==> src/rtl/mips_pkg.sv <==
// Shared definitions for the MIPS fetch stage: state encoding, word width,
// reset PC and the redirect-selection payload.
package mips_pkg;

  localparam int unsigned WORD_W = 32;
  localparam int unsigned JIDX_W = 26;

  localparam logic [WORD_W-1:0] RESET_PC_DEFAULT = 32'h0000_0000;

  typedef enum logic [1:0] {
    IDLE  = 2'd0,
    FETCH = 2'd1,
    ERROR = 2'd2
  } state_e;

  // Winning redirect for the current cycle
  typedef struct packed {
    logic              redirect;
    logic              misalign;
    logic [WORD_W-1:0] target;
  } redirect_t;

endpackage

==> src/rtl/pc_fetch_unit_if.sv <==
// Instruction-memory fetch handshake between the PC stage and imem.
interface pc_fetch_unit_if;

  logic                        imem_req;
  logic                        imem_ready;
  logic [mips_pkg::WORD_W-1:0] pc_out;

  modport master (output imem_req, output pc_out, input imem_ready);
  modport slave  (input imem_req, input pc_out, output imem_ready);

endinterface

==> src/rtl/pc_fetch_unit_next_pc_sel.sv <==
// Combinational redirect-target computation, priority select and
// word-alignment check for the fetch stage.
module next_pc_sel
  import mips_pkg::*;
(
  input  logic              [WORD_W-1:0] pc_plus4,
  input  logic                           branch_taken,
  input  logic              [WORD_W-1:0] branch_offset,
  input  logic                           jump,
  input  logic              [JIDX_W-1:0] jump_index,
  input  logic                           jump_reg,
  input  logic              [WORD_W-1:0] jr_target,
  output redirect_t                      sel_c
);

  logic [WORD_W-1:0] branch_tgt;
  logic [WORD_W-1:0] jump_tgt;

  // Offset is in words; the top two bits fall off the shift (mod 2^32)
  assign branch_tgt = pc_plus4 + {branch_offset[WORD_W-3:0], 2'b00};
  assign jump_tgt   = {pc_plus4[WORD_W-1:WORD_W-4], jump_index, 2'b00};

  always_comb begin
    sel_c = '0;
    if (jump_reg) begin
      sel_c.redirect = 1'b1;
      sel_c.target   = jr_target;
    end else if (jump) begin
      sel_c.redirect = 1'b1;
      sel_c.target   = jump_tgt;
    end else if (branch_taken) begin
      sel_c.redirect = 1'b1;
      sel_c.target   = branch_tgt;
    end
    sel_c.misalign = sel_c.redirect && (sel_c.target[1:0] != 2'b00);
  end

endmodule

==> src/rtl/pc_fetch_unit.sv <==
// Program counter, fetch FSM and pending-redirect buffer for the
// single-cycle MIPS datapath.
module pc_fetch_unit
  import mips_pkg::*;
#(
  parameter logic [WORD_W-1:0] RESET_PC = RESET_PC_DEFAULT
) (
  input  logic                clk,
  input  logic                rst_n,
  input  logic [WORD_W-1:0]   pc_plus4_in,
  input  logic                branch_taken,
  input  logic [WORD_W-1:0]   branch_offset,
  input  logic                jump,
  input  logic [JIDX_W-1:0]   jump_index,
  input  logic                jump_reg,
  input  logic [WORD_W-1:0]   jr_target,
  input  logic                stall,
  pc_fetch_unit_if.master     imem,
  output logic                misalign_err
);

  state_e            state, state_next;
  logic [WORD_W-1:0] pc, pc_next;
  logic              pend_valid, pend_valid_next;
  logic [WORD_W-1:0] pend_target, pend_target_next;
  logic              req;
  logic              advance;
  redirect_t         sel;

  next_pc_sel u_sel (
    .pc_plus4      (pc_plus4_in),
    .branch_taken  (branch_taken),
    .branch_offset (branch_offset),
    .jump          (jump),
    .jump_index    (jump_index),
    .jump_reg      (jump_reg),
    .jr_target     (jr_target),
    .sel_c         (sel)
  );

  assign advance      = (state == FETCH) && imem.imem_ready && !stall;
  assign imem.pc_out   = pc;
  assign imem.imem_req = req;

  always_ff @(posedge clk or negedge rst_n) begin
    if (!rst_n) begin
      state        <= IDLE;
      pc           <= RESET_PC;
      pend_valid   <= 1'b0;
      pend_target  <= '0;
      req          <= 1'b0;
      misalign_err <= 1'b0;
    end else begin
      state        <= state_next;
      pc           <= pc_next;
      pend_valid   <= pend_valid_next;
      pend_target  <= pend_target_next;
      req          <= (state_next == FETCH);
      misalign_err <= (state_next == ERROR);
    end
  end

  // Redirects are only accepted in FETCH; a misaligned one traps before touching PC/pending
  always_comb begin
    state_next       = state;
    pc_next          = pc;
    pend_valid_next  = pend_valid;
    pend_target_next = pend_target;
    unique case (state)
      IDLE:  state_next = FETCH;
      FETCH: begin
        if (sel.redirect && sel.misalign) begin
          state_next = ERROR;
        end else if (advance) begin
          pend_valid_next = 1'b0;
          if (sel.redirect)    pc_next = sel.target;
          else if (pend_valid) pc_next = pend_target;
          else                 pc_next = pc_plus4_in;
        end else if (sel.redirect) begin
          pend_valid_next  = 1'b1;
          pend_target_next = sel.target;
        end
      end
      ERROR:   state_next = ERROR;
      default: state_next = IDLE;
    endcase
  end

endmodule

==> src/flat_wrapper.sv <==
// flat-port wrapper written by rule: the top's interface ports become plain ports
module pc_fetch_unit_flat import mips_pkg::*;
#(
  parameter logic [WORD_W-1:0] RESET_PC = RESET_PC_DEFAULT
)
  (clk, rst_n, pc_plus4_in, branch_taken, branch_offset, jump, jump_index, jump_reg, jr_target, stall, misalign_err, imem_imem_req, imem_pc_out, imem_imem_ready);
  pc_fetch_unit_if imem_i ();
  input  logic clk;
  input  logic rst_n;
  input  logic [WORD_W-1:0] pc_plus4_in;
  input  logic branch_taken;
  input  logic [WORD_W-1:0] branch_offset;
  input  logic jump;
  input  logic [JIDX_W-1:0] jump_index;
  input  logic jump_reg;
  input  logic [WORD_W-1:0] jr_target;
  input  logic stall;
  output logic misalign_err;
  output wire logic [$bits(imem_i.imem_req)-1:0] imem_imem_req;
  output wire logic [$bits(imem_i.pc_out)-1:0] imem_pc_out;
  input wire logic [$bits(imem_i.imem_ready)-1:0] imem_imem_ready;
  assign imem_imem_req = imem_i.imem_req;
  assign imem_pc_out = imem_i.pc_out;
  assign imem_i.imem_ready = imem_imem_ready;
  pc_fetch_unit #(.RESET_PC(RESET_PC)) u_core (.clk(clk), .rst_n(rst_n), .pc_plus4_in(pc_plus4_in), .branch_taken(branch_taken), .branch_offset(branch_offset), .jump(jump), .jump_index(jump_index), .jump_reg(jump_reg), .jr_target(jr_target), .stall(stall), .imem(imem_i), .misalign_err(misalign_err));
endmodule
==> config.mk <==
export PLATFORM = sky130hd
export DESIGN_NAME = pc_fetch_unit_flat
export DESIGN_NICKNAME = d
export VERILOG_FILES = /design/src/rtl/mips_pkg.sv /design/src/rtl/pc_fetch_unit_if.sv /design/src/rtl/pc_fetch_unit_next_pc_sel.sv /design/src/rtl/pc_fetch_unit.sv /design/src/flat_wrapper.sv
export SDC_FILE = /design/constraint.sdc
export NUM_CORES = 1
export LEC_CHECK = 0
export CORE_UTILIZATION = 50
export CTS_CLUSTER_SIZE = 14
export DETAILED_ROUTE_END_ITERATION = 12
export GPL_TIMING_DRIVEN = 0
export HOLD_SLACK_MARGIN = 0.05
export PLACE_DENSITY = 0.86
export SLEW_MARGIN = 30
export SYNTH_ARGS = -nofsm -noshare
export SYNTH_HDL_FRONTEND = slang
export SYNTH_SLANG_ARGS = --single-unit
==> constraint.sdc <==
create_clock -name clk -period 3.8 [get_ports clk]
set_input_delay 0.57 -clock clk [delete_from_list [all_inputs] [get_ports clk]]
set_output_delay 0.57 -clock clk [all_outputs]
set_load 0.02 [all_outputs]
# After elaboration in Yosys (flattened, before gate mapping)
# Index checks and enable logic that the tools add are counted.
dict set report totals {
  regBits 69
  output_inout_bits 34
  in_bits 129
}
dict set report op_classes {
  reduce_logical 11
  n_eq_ne 4
  add_sub_neg 1
  n_bitwise 2
  muxes 12
}
# op count
set ops {}
lappend ops {{$mux 32} 5}
lappend ops {{$add 32x32->32} 1}
lappend ops {{$pmux 2 s3} 1}
lappend ops {{$reduce_and 3->1} 2}
lappend ops {{$mux 1} 5}
lappend ops {{$eq 2x1->1 const B} 2}
lappend ops {{$eq 2x2->1 const B} 2}
lappend ops {{$logic_and 1x1->1} 4}
lappend ops {{$reduce_and 4->1} 1}
lappend ops {{$reduce_bool 2->1} 2}
lappend ops {{$logic_not 2->1} 1}
lappend ops {{$mux 2} 1}
lappend ops {{$not 1->1} 2}
lappend ops {{$logic_not 1->1} 1}

# Depth between registers and ports, before layout
# Gate-level depths: netlist of run 1.
dict set report logic_depth {
  ltp_word 10
  mapped_depth 12
  mapped_depth_nobuf 12
}

# Hierarchy
# From an unflattened synthesis of run 1, not the netlist that was laid out.
dict set report hier_totals {
  hier_cells 652
  area_unflattened_um2 5848.1
}
# mod cells_per_inst area_each_um2 instances
set by_module_without_submodules {}
lappend by_module_without_submodules {pc_fetch_unit 303 3564.7 1}
lappend by_module_without_submodules {next_pc_sel 349 2283.4 1}

# Worst setup path after synthesis of run 1
# Ideal clock, no wire load.
dict set report synth_timing {
  kind {in2reg}
  from {input pc_plus4_in[2]}
  to {register u_core.pc[20], in the netlist u_core.imem.pc_out[20]}
  arrival_ns 2.664
  slack_ns 1.015
  required_ns 3.679
  path_stages 12
  cell_sequence {ha_1 > inv_1 > fa_1 > nor2b_1 > o2111ai_1 > a21oi_2 > nor3_4 > o31ai_2 > xor2_1 > a221oi_2 > o21ai_1 > a22o_1}
}
dict set report synth_via {
  elab_chain_cells 5
}
# element line
set synth_rtl {}
lappend synth_rtl {{start, declared} flat_wrapper.sv:10} ;# input logic [WORD_W-1:0] pc_plus4_in;
lappend synth_rtl {{$add 32x32->32} pc_fetch_unit_next_pc_sel.sv:20} ;# assign branch_tgt = pc_plus4 + {branch_offset[WORD_W-3:0], 2'b00};
lappend synth_rtl {{$mux 32} pc_fetch_unit_next_pc_sel.sv:31} ;# end else if (branch_taken) begin
lappend synth_rtl {{$mux 32} pc_fetch_unit_next_pc_sel.sv:28} ;# end else if (jump) begin
lappend synth_rtl {{$mux 32} pc_fetch_unit_next_pc_sel.sv:25} ;# if (jump_reg) begin
lappend synth_rtl {{$mux 32} pc_fetch_unit.sv:76} ;# if (sel.redirect) pc_next = sel.target;
lappend synth_rtl {{end signal, assigned} pc_fetch_unit.sv:55} ;# pc <= pc_next;
lappend synth_rtl {{end, declared} pc_fetch_unit.sv:23} ;# logic [WORD_W-1:0] pc, pc_next;
# Every way passes these cells.
# A chain may end at the register's enable or synchronous reset.

# Final worst setup path of run 1
# Same ends and word-level chain as after synthesis.

==> summary.txt, run 1 <==
Outcome
  • Outcome: completed

Clocking
  • Post-CTS sizing: 0
  • CTS tree: built
  • Root buf cell: clkbuf_8
  • Max Buffers Root-to-Sink: 2
  • Worst-Skew Late Latency: 370 ps
  • Total setup buffers inserted after CTS: 0
  • CTS sink cnt: 69
  • TritonCTS Buffers: 9
  • H-tree levels: 3
  • Clk slew on worst S/H paths: 80 ps
  • CTS Hold Bufs: 0

Synth
  • Yosys reg bits: 69
  • Synthesized cell area: 0.00531 mm²
  • Simple-gate share of the synthesized area: 17.4%
  • Synth top cells by count: nand2_1, dfrtp_1, a21oi_1
  • Main combinational cell family by area after synthesis: compound AO/OA/AOI/OAI gates
  • Async set-reset flop share out of synthesis: 100%
  • Post-synthesis area per instance: 8.33 µm²
  • Synth Instances: 638
  • Synth area leader: dfrtp_1
  • Share of the synthesized area in the top cell type: 32.5%
  • Post-synth EDFFs: 0
  • Adder-cell area share of the yosys netlist: 7.21%
  • Post-Synth XOR/XNOR Area: 3.79%
  • Post-synthesis mux area share: 7.61%
  • Post-synth cell types: 64
  • Synth Flop Type: dfrtp_1
  • Syn Nets: 797
  • Cell with the most instances after synthesis: nand2_1
  • Seq/Total Area, Yosys: 32.5%
  • Top cells by area, synth: dfrtp_1, ha_1, nand2_1
  • Compound-cell area share of the yosys netlist: 27.5%
  • Yosys warns: 0

Critical path
  • Worst setup SP type: input port
  • Setup CP Type: in -> reg
  • Crit path max-delay cell type: clkdlybuf4s50_1
  • Max incr delay on CP: 480 ps
  • Reg-to-Reg Start: u_core.state[1]
  • CP startpoint: pc_plus4_in[2]
  • Crit path DAT: 3730 ps
  • Crit path capture type: flop
  • Critical path cell sequence: clkdlybuf4s50_1, ha_1, inv_1, fa_1, nor2b_1, o2111ai_1, a21oi_2, nor3_4, o31ai_2, xor2_1, a221oi_2, o21ai_1, a22o_1
  • CP Max Fanout: 3
  • Worst Path Required: 4060 ps

STA
  • Worst-margin pin slew: 887 ps
  • Slew margin rel.: 40.9%
  • Fin. max-slew vios: 0
  • RSZ-0062 raised after global routing: no
  • Setup Skew: 7.58 ps
  • Final hold viol count: 0
  • Post-route clock period utilization: 91.2%
  • Final worst slack: 335 ps
  • Final setup violating endpoints: 0
  • Max Freq: 289 MHz
  • TNS Setup: 0 ps
  • Crit path time final: 3470 ps
  • Worst hold margin: 142 ps

Routing
  • Antenna Nets Post-Route: 0
  • DR iter-0 viols: 586
  • Via count: 5,980
  • Wire per inst: 21.4 µm
  • DR DRC count: 0
  • TritonRoute pass-1 iters: 8
  • Final wirelength: 20,400 µm
  • DR vias/cell: 6.29

Global routing
  • Largest net degree at the start of global routing: 37
  • Grt total ovfl: 0
  • Initial antenna violation count: 0
  • Vias in the first global route: 5,856
  • Global-route usage over all layers: 36.8%
  • First-pass GRT wire length: 31,000 µm

Pwr
  • Leakage power total: 0.00307 µW
  • VDD IR max: 0.000320 V
  • Pint: 2340 µW
  • Sw Share: 39.9%
  • Reg power frac: 32.6%
  • Clk pwr share: 17.4%
  • Net Switching: 1550 µW
  • Logic pwr share: 50.0%
  • PD cells: 532 mW/mm²

Final layout
  • # fillers: 840
  • Post-route cell area: 0.00731 mm²
  • # diodes: 0
  • Post-Layout Cell Count: 950
  • Fin nets: 968
  • Layout area overhead: 37.6%
  • Layout cells sized above 1: 7.86%

Min path
  • Hold/Removal Path Class: in -> async

Die
  • Die Area: 0.0110 mm²
  • FP Rows: 37
  • Die Wd: 105 µm
  • I/O pin cnt: 163
  • Initial core utilization: 51.5%
  • Core Area: 0.0103 mm²
  • Die Y: 105 µm

Placement
  • Placement-stage cell area: 0.00709 mm²
  • DP Cell Count: 934
  • DP HPWL: 15,300 µm
  • Placement Setup Slack: 1.92 ps
  • # port buffers: 159
  • Final Wtd Congestion: 0.999

Flow run
  • Max-cap violations: 0
-- worst max-delay path: cells and delay by family --
family | cells | cell delay (ps)
AND/OR/NAND/NOR | 2 | 290
AO/OA/AOI/OAI | 6 | 1520
adder cells (fa/ha/maj) | 2 | 580
XOR/XNOR | 1 | 210
buffers and inverters | 2 | 540
-- path summary, 6_finish.rpt --
check	slack, ps	cells after the start	endpoint
worst min register to register	460	1	u_core.imem.imem_req
worst max-delay path	330	13	u_core.imem.pc_out[20]
min in group clk	460	1	u_core.imem.imem_req
max in group asynchronous	3080	2	u_core.imem.pc_out[14]
worst max register to register	1420	6	u_core.imem.pc_out[8]
worst min-delay path	140	1	u_core.imem.imem_req
-- per-layer routing --
metal | wire [µm] | track usage (%) | vias up | part of all wire, %
li1 | - | - | 2694 | -
met1 | 7990 | 47.8 | 2817 | 39
met3 | 2290 | 7.30 | 60 | 11
met4 | 730 | 16.3 | 0 | 3.6
met5 | 0 | 0 | - | 0
met2 | 9360 | 59.3 | 409 | 46
-- power by group through the flow --
stage	clock, µW	sequential, µW	combinational, µW
floorplan	0	1440	901
finish	677	1270	1940
global route	699	1300	2070
detailed placement	0	1270	1910
global placement	0	1250	1850
CTS	669	1260	1920
-- cell usage in the layout (no fill, tap or decap), drive strengths merged, types with 10 or more instances in the layout --
cell type	instances
a31oi	20
o21ai	65
nor3	15
nand3	20
nor2	53
a21oi	62
buf	10
clkdlybuf4s50	158
ha	29
a21o	13
inv	13
mux2	19
nand2	80
dfrtp	69
mux2i	19
clkbuf	42
xnor2	18
-- kinds of logic (layout without fill, tap and decap cells) --
group,count (synthesis),in the layout
simple gates,201,201
compound gates,223,223
xor+xnor,23,23
fa+ha+maj,30,30
mux,38,38
flops,69,69
buf+inv,54,230
-- sequential cells by signal (all words and copies together), names as in the netlist --
register              count
u_core.pend_valid         1
u_core.imem.pc_out       32
u_core.misalign_err       1
u_core.imem.imem_req      1
u_core.pend_target       32
u_core.state              2
-- area by class of cell --
cell class | instances | area, µm² | share of cell area [%]
plain buffers | 41 | 161 | 2.21
well taps | 136 | 170 | 2.33
inverters | 13 | 48.8 | 0.667
clock inverters | 7 | 90.1 | 1.23
multi-input cells | 515 | 3380 | 46.3
clock buffers | 9 | 124 | 1.69
flip-flops and latches | 69 | 1730 | 23.6
repair buffers | 160 | 1610 | 22.0
-- through the flow --
stage	power (µW)	utilization (%)
floorplan	2340	-
global placement	3100	68.5
detailed placement	3180	68.7
CTS	3840	70.8
global route	4060	70.8
finish	3890	70.8
No activity file was read; power rests on OpenSTA's default activity.
==> inputs of run 2 (changes only) <==
--- a/config.mk
+++ b/config.mk
@@ -10,7 +10,7 @@
 export DETAILED_ROUTE_END_ITERATION = 12
 export GPL_TIMING_DRIVEN = 0
 export HOLD_SLACK_MARGIN = 0.05
-export PLACE_DENSITY = 0.86
+export PLACE_DENSITY = 0.87
 export SLEW_MARGIN = 30
 export SYNTH_ARGS = -nofsm -noshare
 export SYNTH_HDL_FRONTEND = slang
==> summary.txt, run 2 (synthesis results as in run 1) <==
Outcome
  • Outcome: completed

Routing
  • TritonRoute pass-1 iters: 6 (-2)
  • DR vias/cell: 6.35 (+0.87%)
  • DR DRC count: 0 (unchanged)
  • DR iter-0 viols: 626 (+6.8%)
  • Via count: 6,032 (+0.87%)
  • Final wirelength: 20,300 µm (-0.30%)
  • Antenna Nets Post-Route: 0 (unchanged)
  • Wire per inst: 21.4 µm (-0.30%)

Global routing
  • First-pass GRT wire length: 31,200 µm (+0.76%)
  • Largest net degree at the start of global routing: 45 (+22%)
  • Vias in the first global route: 5,975 (+2.0%)
  • Initial antenna violation count: 0 (unchanged)
  • Grt total ovfl: 0 (unchanged)
  • Global-route usage over all layers: 37.0% (+0.22 points)

STA
  • Worst-margin pin slew: 1110 ps (+225 ps)
  • Fin. max-slew vios: 0 (unchanged)
  • Max Freq: 282 MHz (-2.2%)
  • Final setup violating endpoints: 0 (unchanged)
  • Crit path time final: 3540 ps (+78.9 ps)
  • Setup Skew: 11.1 ps (+3.54 ps)
  • Slew margin rel.: 25.6% (-15 points)
  • RSZ-0062 raised after global routing: no
  • Post-route clock period utilization: 93.3% (+2.1 points)
  • TNS Setup: 0 ps (unchanged)
  • Final hold viol count: 0 (unchanged)

Critical path
  • Worst setup SP type: input port
  • Max incr delay on CP: 490 ps (about the same)
  • Worst Path Required: 4060 ps (about the same)
  • Crit path capture type: flop
  • Crit path max-delay cell type: clkdlybuf4s50_1
  • Setup CP Type: in -> reg
  • Critical path cell sequence: clkdlybuf4s50_1, ha_1, inv_1, fa_1, nor2b_1, o2111ai_1, a21oi_2, nor3_4, o31ai_2, xor2_1, a221oi_2, o21ai_1, a22o_1
  • CP Max Fanout: 3 (unchanged)
  • Crit path DAT: 3810 ps (+80 ps)
  • Critical Path Stages: 13 (unchanged)
  • Worst reg2reg path depth: 6 (unchanged)
  • CP top delay family: compound AO/OA/AOI/OAI gates
  • CP bufs+invs: 2 (unchanged)
  • Worst reg2reg setup slack: 1390 ps (-30 ps)

Die
  • Core Area: 0.0103 mm² (unchanged)
  • Die Wd: 105 µm (unchanged)
  • Initial core utilization: 51.5% (unchanged)
  • Die Y: 105 µm (unchanged)
  • Die Area: 0.0110 mm² (unchanged)
  • FP Rows: 37 (unchanged)
  • I/O pin cnt: 163 (unchanged)

Final layout
  • # diodes: 0 (unchanged)
  • Layout cells sized above 1: 7.74% (-0.12 points)
  • Fin nets: 968 (unchanged)
  • Post-layout util: 71.2% (+0.36 points)
  • Layout area overhead: 38.3%
  • Most common cell after layout, fill and taps aside: clkdlybuf4s50_1
  • Commonest cells after routing, fill and taps aside: clkdlybuf4s50_1, nand2_1, dfrtp_1
  • Post-Layout Cell Count: 950 (unchanged)
  • # fillers: 789 (-6.1%)
  • Post-route cell area: 0.00735 mm² (+0.51%)

Clocking
  • TritonCTS Buffers: 9 (unchanged)
  • Total setup buffers inserted after CTS: 0 (unchanged)
  • Clk slew on worst S/H paths: 90 ps (about the same)
  • CTS Hold Bufs: 0 (unchanged)
  • Worst-Skew Late Latency: 370 ps (about the same)
  • Post-CTS sizing: 0 (unchanged)
  • CTS tree: built
  • CTS sink cnt: 69 (unchanged)
  • Max Buffers Root-to-Sink: 2 (unchanged)
  • H-tree levels: 3 (unchanged)
  • Root buf cell: clkbuf_8

Placement
  • Placement-stage cell area: 0.00710 mm² (+0.11%)
  • # port buffers: 159 (unchanged)
  • DP HPWL: 15,200 µm (-0.60%)
  • Final Wtd Congestion: 0.999 (unchanged)
  • DP Cell Count: 934 (unchanged)

Pwr
  • Net Switching: 1580 µW (+1.7%)
  • VDD IR max: 0.000292 V (-8.7%)
  • Clk pwr share: 19.2% (+1.8 points)
  • PD cells: 543 mW/mm² (+2.0%)
  • Sw Share: 39.6% (-0.35 points)
  • Leakage power total: 0.00308 µW (+0.47%)
  • Total power: 3990 µW (+2.6%)
  • Pint: 2410 µW (+3.2%)
  • Logic pwr share: 48.8% (-1.2 points)
  • Reg power frac: 31.9% (-0.7 points)

Min path
  • Hold/Removal Path Class: in -> async

Flow run
  • Max-cap violations: 0 (unchanged)
run 2: cell types whose count changed in the layout (fill, tap and decap cells not counted):
cell | before | now
clkinv_4 | 0 | 1
nor2_1 | 49 | 50
buf_12 | 1 | 0
clkinv_2 | 3 | 0
inv_6 | 0 | 1
nor2_2 | 4 | 3
buf_16 | 0 | 1
bufinv_16 | 2 | 3
run 2: per-layer routing:
| layer | wire length (µm) | share of wire, % | global-route usage [%] |
|---|---|---|---|
| met1 | 7840 | 39 | 47.3 |
| met2 | 9150 | 45 | 58.3 |
| met3 | 2290 | 11 | 7.99 |
| met4 | 1030 | 5.1 | 20.2 |
| met5 | 0 | 0 | 0 |
run 2: power by group through the flow:
| stage | logic (µW) | registers [µW] | clock network, µW |
|---|---|---|---|
| after global placement | 1850 | 1250 | 0 |
| after detailed placement | 1900 | 1280 | 0 |
| after floorplan | 901 | 1440 | 0 |
| final | 1950 | 1270 | 767 |
| after CTS | 1920 | 1260 | 759 |
| after global routing | 2080 | 1300 | 795 |
run 2: final timing paths:
check                                startpoint                      to
worst max-delay path             pc_plus4_in[2]  u_core.imem.pc_out[20]
worst min-delay path                      rst_n   u_core.imem.pc_out[0]
worst min register to register  u_core.state[1]         u_core.state[0]
max in group asynchronous                 rst_n   u_core.imem.pc_out[5]
min in group clk                u_core.state[1]         u_core.state[0]
worst max register to register  u_core.state[1]   u_core.imem.pc_out[8]
run 2: final cells by class:
| class | instances | area [µm²] | area share (%) |
|---|---|---|---|
| repair buffers | 160 | 1620 | 22.0 |
| flip-flops and latches | 69 | 1730 | 23.5 |
| clock buffers | 9 | 124 | 1.69 |
| multi-input cells | 515 | 3380 | 46.0 |
| plain buffers | 41 | 161 | 2.20 |
| well taps | 136 | 170 | 2.32 |
| clock inverters | 7 | 123 | 1.67 |
| inverters | 13 | 48.8 | 0.664 |
run 2: worst register-to-register path, stage by stage (launching register included):
cell	delay, ps
dfrtp_1	410
inv_1	110
nand2_1	100
nor3_1	730
clkbuf_1	540
o221ai_1	260
o21a_1	150
run 2: through the flow:
step                hold slack (ps)  setup slack [ps]
finish                          119               256
floorplan                       274              1020
global route                    133               169
global placement                438              -211
CTS                             126               334
detailed placement              464             -44.5
==> inputs of run 3 (changes only) <==
--- a/config.mk
+++ b/config.mk
@@ -5,13 +5,14 @@
 export SDC_FILE = /design/constraint.sdc
 export NUM_CORES = 1
 export LEC_CHECK = 0
-export CORE_UTILIZATION = 50
+export CORE_UTILIZATION = 45
 export CTS_CLUSTER_SIZE = 14
 export DETAILED_ROUTE_END_ITERATION = 12
 export GPL_TIMING_DRIVEN = 0
 export HOLD_SLACK_MARGIN = 0.05
-export PLACE_DENSITY = 0.87
+export PLACE_DENSITY = 0.79
 export SLEW_MARGIN = 30
 export SYNTH_ARGS = -nofsm -noshare
 export SYNTH_HDL_FRONTEND = slang
 export SYNTH_SLANG_ARGS = --single-unit
+export TNS_END_PERCENT = 30
==> summary.txt, run 3 (synthesis results as in run 1) <==
Final layout
  • Layout area overhead: 40.0%
  • # diodes: 0 (unchanged)
  • Post-route cell area: 0.00744 mm² (+1.2%)
  • Commonest cells after routing, fill and taps aside: clkdlybuf4s50_1, nand2_1, dfrtp_1
  • Most common cell after layout, fill and taps aside: clkdlybuf4s50_1
  • # fillers: 988 (+25%)
  • Layout cells sized above 1: 7.99% (+0.25 points)
  • Fin nets: 968 (unchanged)

STA
  • Setup Skew: 5.85 ps (-5.27 ps)
  • Post-route clock period utilization: 90.7% (-2.6 points)
  • Fin. max-slew vios: 0 (unchanged)
  • RSZ-0062 raised after global routing: no
  • Max Freq: 290 MHz (+2.9%)
  • Final worst slack: 354 ps (+98.2 ps)
  • Crit path time final: 3450 ps (-98.2 ps)
  • Final hold viol count: 0 (unchanged)
  • Slew margin rel.: 38.0% (+12 points)
  • Final setup violating endpoints: 0 (unchanged)
  • Worst-margin pin slew: 931 ps (-181 ps)

Global routing
  • Grt total ovfl: 0 (unchanged)
  • Largest net degree at the start of global routing: 37 (-18%)
  • First-pass GRT wire length: 32,200 µm (+3.3%)
  • Initial antenna violation count: 0 (unchanged)
  • Global-route usage over all layers: 34.4% (-2.6 points)
  • Vias in the first global route: 5,813 (-2.7%)

Routing
  • TritonRoute pass-1 iters: 5 (-1)
  • Antenna Nets Post-Route: 0 (unchanged)
  • DR vias/cell: 6.30 (-0.80%)
  • DR DRC count: 0 (unchanged)
  • Final wirelength: 21,000 µm (+3.5%)
  • Max layer used: met4
  • Met3 routed WL: 1810 µm (-21%)
  • M1 WL: 8910 µm (+14%)
  • Wire per inst: 22.0 µm (+2.8%)
  • Via count: 6,028 (-0.066%)
  • DR iter-0 viols: 611 (-2.4%)
  • Met2 WL: 9560 µm (+4.5%)

Pwr
  • PD cells: 558 mW/mm² (+2.9%)
  • Leakage power total: 0.00311 µW (+0.96%)
  • VDD IR max: 0.000339 V (+16%)

Critical path
  • Worst setup SP type: input port
  • Crit path capture type: flop
  • CP Max Fanout: 3 (unchanged)
  • Crit path DAT: 3680 ps (-130 ps)
  • CP startpoint: pc_plus4_in[2]
  • Setup CP Type: in -> reg
  • Worst Path Required: 4030 ps (-30 ps)
  • CP endpoint: u_core.imem.pc_out[20]
  • Worst reg2reg path depth: 6 (unchanged)
  • Reg2reg end: u_core.imem.pc_out[19]
  • Worst reg2reg setup slack: 1400 ps (about the same)
  • Reg-to-Reg Start: u_core.pend_valid

Placement
  • DP HPWL: 15,600 µm (+2.4%)
  • Placement Setup Slack: 4.11 ps (+48.6 ps)
  • # port buffers: 159 (unchanged)
  • Placement-stage cell area: 0.00711 mm² (about the same)
  • Final Wtd Congestion: 0.986 (-1.2%)

Die
  • Initial core utilization: 46.3% (-5.1 points)
  • Core Area: 0.0115 mm² (+11%)
  • FP Rows: 39 (+5.4%)
  • Die Wd: 111 µm (+5.3%)
  • Die Y: 111 µm (+5.3%)
  • I/O pin cnt: 163 (unchanged)
  • Die Area: 0.0122 mm² (+11%)

Clocking
  • CTS tree: built
  • Worst-Skew Late Latency: 340 ps (-30 ps)
  • Clk slew on worst S/H paths: 60 ps (-30 ps)
  • CTS Hold Bufs: 0 (unchanged)
  • TritonCTS Buffers: 9 (unchanged)
  • H-tree levels: 3 (unchanged)
  • Post-CTS sizing: 0 (unchanged)
  • Total setup buffers inserted after CTS: 0 (unchanged)
  • CTS sink cnt: 69 (unchanged)
  • Max Buffers Root-to-Sink: 2 (unchanged)
  • Root buf cell: clkbuf_16

Outcome
  • Outcome: completed

Flow run
  • Max-cap violations: 0 (unchanged)

Min path
  • Hold/Removal Path Class: in -> async
[run 3: cell count changes in the layout (fill, tap and decap cells not counted), sizes merged]
cell and change:
clkinvlp +1, bufinv -1, inv -1, clkinv +1
[run 3: area by class of cell]
| type | instances | area (µm²) | share of cell area (%) |
|---|---|---|---|
| Sequential cell | 69 | 1730 | 23.2 |
| Clock buffer | 9 | 225 | 3.03 |
| Buffer | 41 | 161 | 2.17 |
| Inverter | 13 | 48.8 | 0.656 |
| Multi-Input combinational cell | 515 | 3390 | 45.5 |
| Tap cell | 143 | 179 | 2.41 |
| Timing Repair Buffer | 160 | 1610 | 21.6 |
| Clock inverter | 7 | 100 | 1.35 |
[run 3: stage by stage]
stage | total power [µW] | hold slack, ps | std cells | util, % | TNS (ps)
final | 4150 | 201 | 957 | 64.9 | 0
after global placement | 3120 | 433 | 940 | 61.8 | -22400
after floorplan | 2340 | 274 | 638 | - | 0
after CTS | 4110 | 225 | 957 | 64.8 | 0
after global routing | 4340 | 246 | 957 | 64.9 | 0
after detailed placement | 3180 | 453 | 941 | 62.0 | 0
[run 3: worst min-delay path by stage]
stage                               start                     end  depth (start not counted)
after floorplan                     rst_n    u_core.imem.imem_req                          0
after global placement    u_core.state[1]         u_core.state[0]                          1
after detailed placement  u_core.state[1]    u_core.imem.imem_req                          1
after CTS                           rst_n  u_core.imem.pc_out[17]                          1
after global routing                rst_n  u_core.imem.pc_out[15]                          1
final                               rst_n  u_core.imem.pc_out[17]                          1
[run 3: layer usage]
layer,vias to the layer above,GRT usage (%)
met3,61,5.90
met5,-,0
met4,0,16.0
met2,368,53.9
met1,2902,46.3
li1,2697,-
[run 3: report_power, final]
part	internal [µW]	leakage, µW	switching, µW
Clock	577	0.000148	362
Combinational	903	0.00213	1050
Sequential	1070	0.000834	195
[run 3: critical path, cell delays in order]
cell and delay, ps:
clkdlybuf4s50_1 490, ha_1 180, inv_1 60, fa_1 390, nor2b_1 190, o2111ai_1 200
a21oi_2 310, nor3_4 90, o31ai_2 360, xor2_1 210, a221oi_2 320, o21ai_1 110
a22o_1 200
